`src/rtl/aux_cmd_sequencer_pkg.sv`:
```
// Shared types and constants for the auxiliary command sequencer.
package aux_cmd_sequencer_pkg;

  localparam int unsigned AUX_ADDR_W     = 10;
  localparam int unsigned AUX_BANK_W     = 4;
  localparam int unsigned AUX_RAM_RD_LAT = 1;

  typedef enum logic [1:0] {
    ST_IDLE    = 2'd0,
    ST_ADDR    = 2'd1,
    ST_WAIT    = 2'd2,
    ST_CAPTURE = 2'd3
  } aux_seq_state_t;

endpackage

```
`src/rtl/aux_cmd_sequencer.sv`:
```
// Reads one MOSI command per SPI frame from a command RAM bank, looping max_index -> loop_index.
// Optional feature: AUX_CMD_ONESHOT_EN adds oneshot/seq_done (stop and hold at max_index).
module aux_cmd_sequencer
  import aux_cmd_sequencer_pkg::*;
#(
  parameter int unsigned ADDR_W = AUX_ADDR_W,
  parameter int unsigned BANK_W = AUX_BANK_W
) (
  input  logic              clk,
  input  logic              reset,
  input  logic              run,
  input  logic              frame_start,
  input  logic [BANK_W-1:0] bank_sel,
  input  logic [ADDR_W-1:0] max_index,
  input  logic [ADDR_W-1:0] loop_index,
  output logic [BANK_W-1:0] RAM_bank_sel_B,
  output logic [ADDR_W-1:0] RAM_addr_B,
  input  logic [15:0]       RAM_data_out_B,
  output logic [15:0]       cmd_out,
  output logic              cmd_valid,
  output logic [ADDR_W-1:0] cmd_index,
`ifdef AUX_CMD_ONESHOT_EN
  input  logic              oneshot,
  output logic              seq_done,
`endif
  output logic              overrun
);

  aux_seq_state_t r_state, w_state_next;

  logic [ADDR_W-1:0] r_index, w_index_next;
  logic [BANK_W-1:0] r_bank_q, w_bank_q_next;
  logic [ADDR_W-1:0] r_ram_addr, w_ram_addr_next;
  logic [BANK_W-1:0] r_ram_bank, w_ram_bank_next;
  logic [15:0]       r_cmd_out, w_cmd_out_next;
  logic              r_cmd_valid, w_cmd_valid_next;
  logic [ADDR_W-1:0] r_cmd_index, w_cmd_index_next;
  logic              r_overrun, w_overrun_next;
  logic              w_at_end;
`ifdef AUX_CMD_ONESHOT_EN
  logic              r_seq_done, w_seq_done_next;
`endif

  // >= rather than == so a max_index lowered below the live index still wraps
  assign w_at_end = (r_index >= max_index);

  always_ff @(posedge clk) begin
    if (reset) r_state <= ST_IDLE;
    else       r_state <= w_state_next;
  end

  always_comb begin
    w_state_next = r_state;
    case (r_state)
      ST_IDLE:    if (run && frame_start) w_state_next = ST_ADDR;
      ST_ADDR:    w_state_next = ST_WAIT;
      ST_WAIT:    w_state_next = ST_CAPTURE;
      ST_CAPTURE: w_state_next = ST_IDLE;
      default:    w_state_next = ST_IDLE;
    endcase
  end

  always_comb begin
    w_index_next     = r_index;
    w_bank_q_next    = r_bank_q;
    w_ram_addr_next  = r_ram_addr;
    w_ram_bank_next  = r_ram_bank;
    w_cmd_out_next   = r_cmd_out;
    w_cmd_index_next = r_cmd_index;
    w_cmd_valid_next = 1'b0;
    w_overrun_next   = r_overrun | (frame_start && (r_state != ST_IDLE));
`ifdef AUX_CMD_ONESHOT_EN
    w_seq_done_next  = run ? r_seq_done : 1'b0;
`endif
    case (r_state)
      ST_IDLE: begin
        if (!run) begin
          w_index_next  = '0;
          w_bank_q_next = bank_sel;
        end
      end
      ST_ADDR: begin
        w_ram_addr_next = r_index;
        w_ram_bank_next = r_bank_q;
      end
      ST_CAPTURE: begin
        w_cmd_out_next   = RAM_data_out_B;
        w_cmd_index_next = r_index;
        w_cmd_valid_next = 1'b1;
        if (w_at_end) begin
`ifdef AUX_CMD_ONESHOT_EN
          if (oneshot) begin
            w_index_next    = max_index;
            w_seq_done_next = 1'b1;
          end else begin
            w_index_next  = loop_index;
            w_bank_q_next = bank_sel;
          end
`else
          w_index_next  = loop_index;
          w_bank_q_next = bank_sel;
`endif
        end else begin
          w_index_next = r_index + ADDR_W'(1);
        end
      end
      default: ;
    endcase
  end

  always_ff @(posedge clk) begin
    if (reset) begin
      r_index     <= '0;
      r_bank_q    <= '0;
      r_ram_addr  <= '0;
      r_ram_bank  <= '0;
      r_cmd_out   <= '0;
      r_cmd_valid <= 1'b0;
      r_cmd_index <= '0;
      r_overrun   <= 1'b0;
`ifdef AUX_CMD_ONESHOT_EN
      r_seq_done  <= 1'b0;
`endif
    end else begin
      r_index     <= w_index_next;
      r_bank_q    <= w_bank_q_next;
      r_ram_addr  <= w_ram_addr_next;
      r_ram_bank  <= w_ram_bank_next;
      r_cmd_out   <= w_cmd_out_next;
      r_cmd_valid <= w_cmd_valid_next;
      r_cmd_index <= w_cmd_index_next;
      r_overrun   <= w_overrun_next;
`ifdef AUX_CMD_ONESHOT_EN
      r_seq_done  <= w_seq_done_next;
`endif
    end
  end

  assign RAM_addr_B     = r_ram_addr;
  assign RAM_bank_sel_B = r_ram_bank;
  assign cmd_out        = r_cmd_out;
  assign cmd_valid      = r_cmd_valid;
  assign cmd_index      = r_cmd_index;
  assign overrun        = r_overrun;
`ifdef AUX_CMD_ONESHOT_EN
  assign seq_done       = r_seq_done;
`endif

endmodule
```
`config.mk`:
```
export PLATFORM = sky130hd
export DESIGN_NAME = aux_cmd_sequencer
export DESIGN_NICKNAME = d
export VERILOG_FILES = /design/src/rtl/aux_cmd_sequencer_pkg.sv /design/src/rtl/aux_cmd_sequencer.sv
export SDC_FILE = /design/constraint.sdc
export NUM_CORES = 1
export LEC_CHECK = 0
export ABC_AREA = 0
export CORE_UTILIZATION = 42
export DETAILED_ROUTE_END_ITERATION = 16
export PLACE_DENSITY = 0.76
export RECOVER_POWER = 25
export SYNTH_ARGS = -nofsm -noshare
export SYNTH_HDL_FRONTEND = slang
export SYNTH_SLANG_ARGS = --single-unit
```
`constraint.sdc`:
```
create_clock -name clk -period 2.1 [get_ports clk]
set_input_delay 0.21 -clock clk [delete_from_list [all_inputs] [get_ports clk]]
set_output_delay 0.21 -clock clk [all_outputs]
set_load 0.01 [all_outputs]
```
==> results.yml <==
yosys:
  synth_cells: 299
  synth_nets: 358
  synth_enable_flop_cells: 0
  synthesis.area_per_instance_um2: 9.27
  synth.yosys.warnings: 0
  synth.yosys.seq_area_share_pct: 41.9
  ys_ff_latch: 58
  netlist-cell-type-count: 45
  async_reset_ff_share_pct: 0
  ys.flop_type: "dfxtp_1"
  synth_area_mm2: 0.00277
floorplan:
  fp.dieW_um: 83.2
  io_pins: 86
  core.rowCount: 29
  initial_core_util_pct: 43.6
  core-area_mm2: 0.00635
  die_area_mm2: 0.00693
  die_h_um: 83.2
route:
  firstDrtPassIters: 4
  total_length_of_routed_wires_um: 6650
  detail_route.vias_per_cell: 5.10
  routed_wire_length_per_instance_um: 13.7
  drc: 0
  drt.antenna.violating_nets: 0
  drt_iter0_drc: 132
  num_vias: 2468
critical_path:
  timing_worst_setup_path_type: "flop to flop"
  worst_ep_required_time_ns: 2.36
  slowest_library_cell_on_the_worst_path: "or4_4"
  cells_along_the_critical_path: "inv_1 > ha_1 > nand2b_4 > a211o_1 > and3b_1 > or4_4 > o211ai_2"
  timing.critical_path.buf_inv: 1
  worstPathMaxFanout: 4
  cpLargestDelayFamily: "simple AND/OR/NAND/NOR gates"
  cp_max_stage_delay_ns: 0.53
  cp-end-kind: "flop"
  cp_data_arrival_time_ns: 2.25
  crit_path_start_kind: "flop"
worst_hold_path:
  worst_hold_path_type: "primary input to flop"
global_routing:
  met1_track_demand_over_resource_pct: 25.0
  first_global_vias: 2448
  gr-max-usage-layer: "met2"
  grt_first_pass_wirelength_um: 11500
  global_route.usage.met2_pct: 33.8
  grt_antenna_before_repair: 0
  gr-total-overflow: 0
  met3_routing_resource_usage_after_global_routing_pct: 5.57
  grt_max_degree: 53
  grt_total_usage_pct: 20.5
finish:
  post-route-util_pct: 63.5
  synthToLayoutAreaGrowth_pct: 45.6
  layout.nets: 461
  layout.filler_cells: 514
  share_of_layout_cells_above_drive_strength_1_pct: 13.3
  diodes_inserted: 0
clock_tree:
  htree_num_levels: 3
  cts_hold_repair_buffers: 0
  worst_skew_pair.late_latency_ns: 0.32
  cts_tree: "yes"
  clock_sink_count: 58
  buffers_from_clock_root_to_sink_at_most: 2
  clock-root-buffer: "clkbuf_8"
  cts_buffers: 9
  clk_pin_slew_ns: 0.07
  post_cts.repair.setup_buffers: 0
  ctsResizeCount: 0
sta:
  max_slew.worst_pin.slew_ns: 0.614
  relSlewSlack_pct: 59.1
  layout_min_cycle_time_ns: 1.99
  rsz_0062_raised_after_global_routing: "no"
  peak_freq_mhz: 502
  final.hold.worst_slack_ns: 0.237
  layout_worst_path_cycle_share_pct: 94.8
  hold_violations: 0
  setup_violations: 0
  finalMaxSlewViolations: 0
  setup-tns-final_ns: 0
  timing.clock.skew_ns: 0.00864
place:
  buffer_ports.inserted: 85
  hpwl_um: 4780
  gp_routability_congestion: 0.783
job:
  timing.max_cap.violations: 0
pwr:
  powerDensity_mw_per_mm2: 786
  cellLeakagePower_uw: 0.00160
  irDropWorstVdd_v: 0.000535
outcome:
  run_status: "finished clean"
==> placed cells by master (no fill, tap or decap), types with 2 or more instances in the layout <==
| cell type | instances |
|---|---|
| a21oi_1 | 5 |
| nand2b_1 | 8 |
| o221ai_1 | 6 |
| bufinv_16 | 2 |
| nand3_1 | 3 |
| nor3_1 | 7 |
| clkinv_2 | 2 |
| nand4_1 | 2 |
| or2_2 | 2 |
| and2_1 | 2 |
| and3_1 | 7 |
| nand2_1 | 29 |
| clkbuf_8 | 10 |
| dlygate4sd3_1 | 7 |
| dfxtp_1 | 57 |
| clkdlybuf4s50_1 | 77 |
| inv_1 | 14 |
| clkbuf_1 | 3 |
| o211ai_1 | 8 |
| nor2_1 | 44 |
| mux2i_1 | 44 |
| ha_1 | 14 |
| buf_4 | 22 |
| o2111ai_1 | 3 |
==> power breakdown <==
part | total [uW] | internal [uW] | leakage [uW] | switching (uW)
Sequential | 1240 | 1190 | 0.000469 | 49.9
Clock | 1130 | 697 | 0.000109 | 430
Combinational | 807 | 412 | 0.00102 | 395
Total | 3170 | 2290 | 0.00160 | 875
==> worst paths after layout <==
kind,from,endpoint,slack (ns),cells past startpoint
setup / recovery,r_index[0]$_SDFFE_PP0P_,r_index[2]$_SDFFE_PP0P_,0.11,7
hold / removal,reset,cmd_valid$_SDFF_PP0_,0.24,3
setup reg to reg,r_index[0]$_SDFFE_PP0P_,r_index[2]$_SDFFE_PP0P_,0.11,7
hold reg to reg,r_bank_q[0]$_SDFFE_PP0P_,r_bank_q[0]$_SDFFE_PP0P_,0.48,2
==> metrics by stage <==
step | total power [uW] | cell area [um2] | cells | worst slack, ns
after CTS | 3220 | 4040 | 484 | 0.110
final | 3170 | 4030 | 484 | 0.110
after floorplan | 1770 | 2770 | 299 | 0.0558
after global placement | 2070 | 3820 | 468 | -0.113
after global routing | 3330 | 4030 | 484 | 0.0156
after detailed placement | 2090 | 3820 | 468 | -0.187
==> layer usage <==
metal  vias to the layer above  wire length, um
li1                       1246                -
met1                      1125             2950
met2                        86             3090
met3                        11              485
met4                         0              113
met5                         -                0
==> synth_stat cells, types with 2 or more instances <==
library cell / instances / area [um2]
nand3_1: 3 / 15.0
o211ai_1: 8 / 60.1
nand2b_1: 8 / 50.1
clkbuf_1: 9 / 33.8
or2_2: 2 / 12.5
nand4_1: 2 / 12.5
buf_2: 7 / 35.0
ha_1: 15 / 188
dfxtp_1: 58 / 1160
o221ai_1: 6 / 52.6
a21oi_1: 5 / 25.0
nor2_1: 44 / 165
nor3_1: 7 / 35.0
mux2i_1: 44 / 440
inv_1: 14 / 52.6
and2_1: 2 / 12.5
o2111ai_1: 3 / 26.3
and3_1: 7 / 43.8
nand2_1: 29 / 109
==> worst reg2reg max path, delay by kind of cell (launching register included) <==
kind	cells	cell delay [ns]
buffers and inverters	1	0.04
adders and majority gates	1	0.26
DFF	1	0.32
AOI/OAI and AO/OA	2	0.39
and+or+nand+nor	3	0.91
==> area by class of cell <==
cell class | instances | area [um2] | share of cell area (%)
inverter | 14 | 52.6 | 1.30
clock buffer | 11 | 141 | 3.50
multi-input combinational | 209 | 1480 | 36.6
timing repair buffer | 110 | 1030 | 25.4
clock inverter | 5 | 77.6 | 1.92
sequential | 58 | 1160 | 28.8
tap | 77 | 96.3 | 2.39
==> flip-flops by register name, summed over array words and instances (netlist names) <==
name,count
r_state,2
overrun,1
cmd_valid,1
cmd_out,16
RAM_addr_B,10
RAM_bank_sel_B,4
r_bank_q,4
r_index,10
cmd_index,10
==> cells by family (layout without fill, tap and decap cells) <==
| group | Yosys count | count (layout) | synth area share (%) |
|---|---|---|---|
| adders and majority gates | 15 | 15 | 6.77 |
| DFF | 58 | 58 | 41.9 |
| muxes | 44 | 44 | 15.9 |
| and+or+nand+nor | 114 | 114 | 19.4 |
| buffers and inverters | 32 | 140 | 5.06 |
| AOI/OAI and AO/OA | 36 | 36 | 11.0 |
No activity file was read; power rests on OpenSTA's default activity.
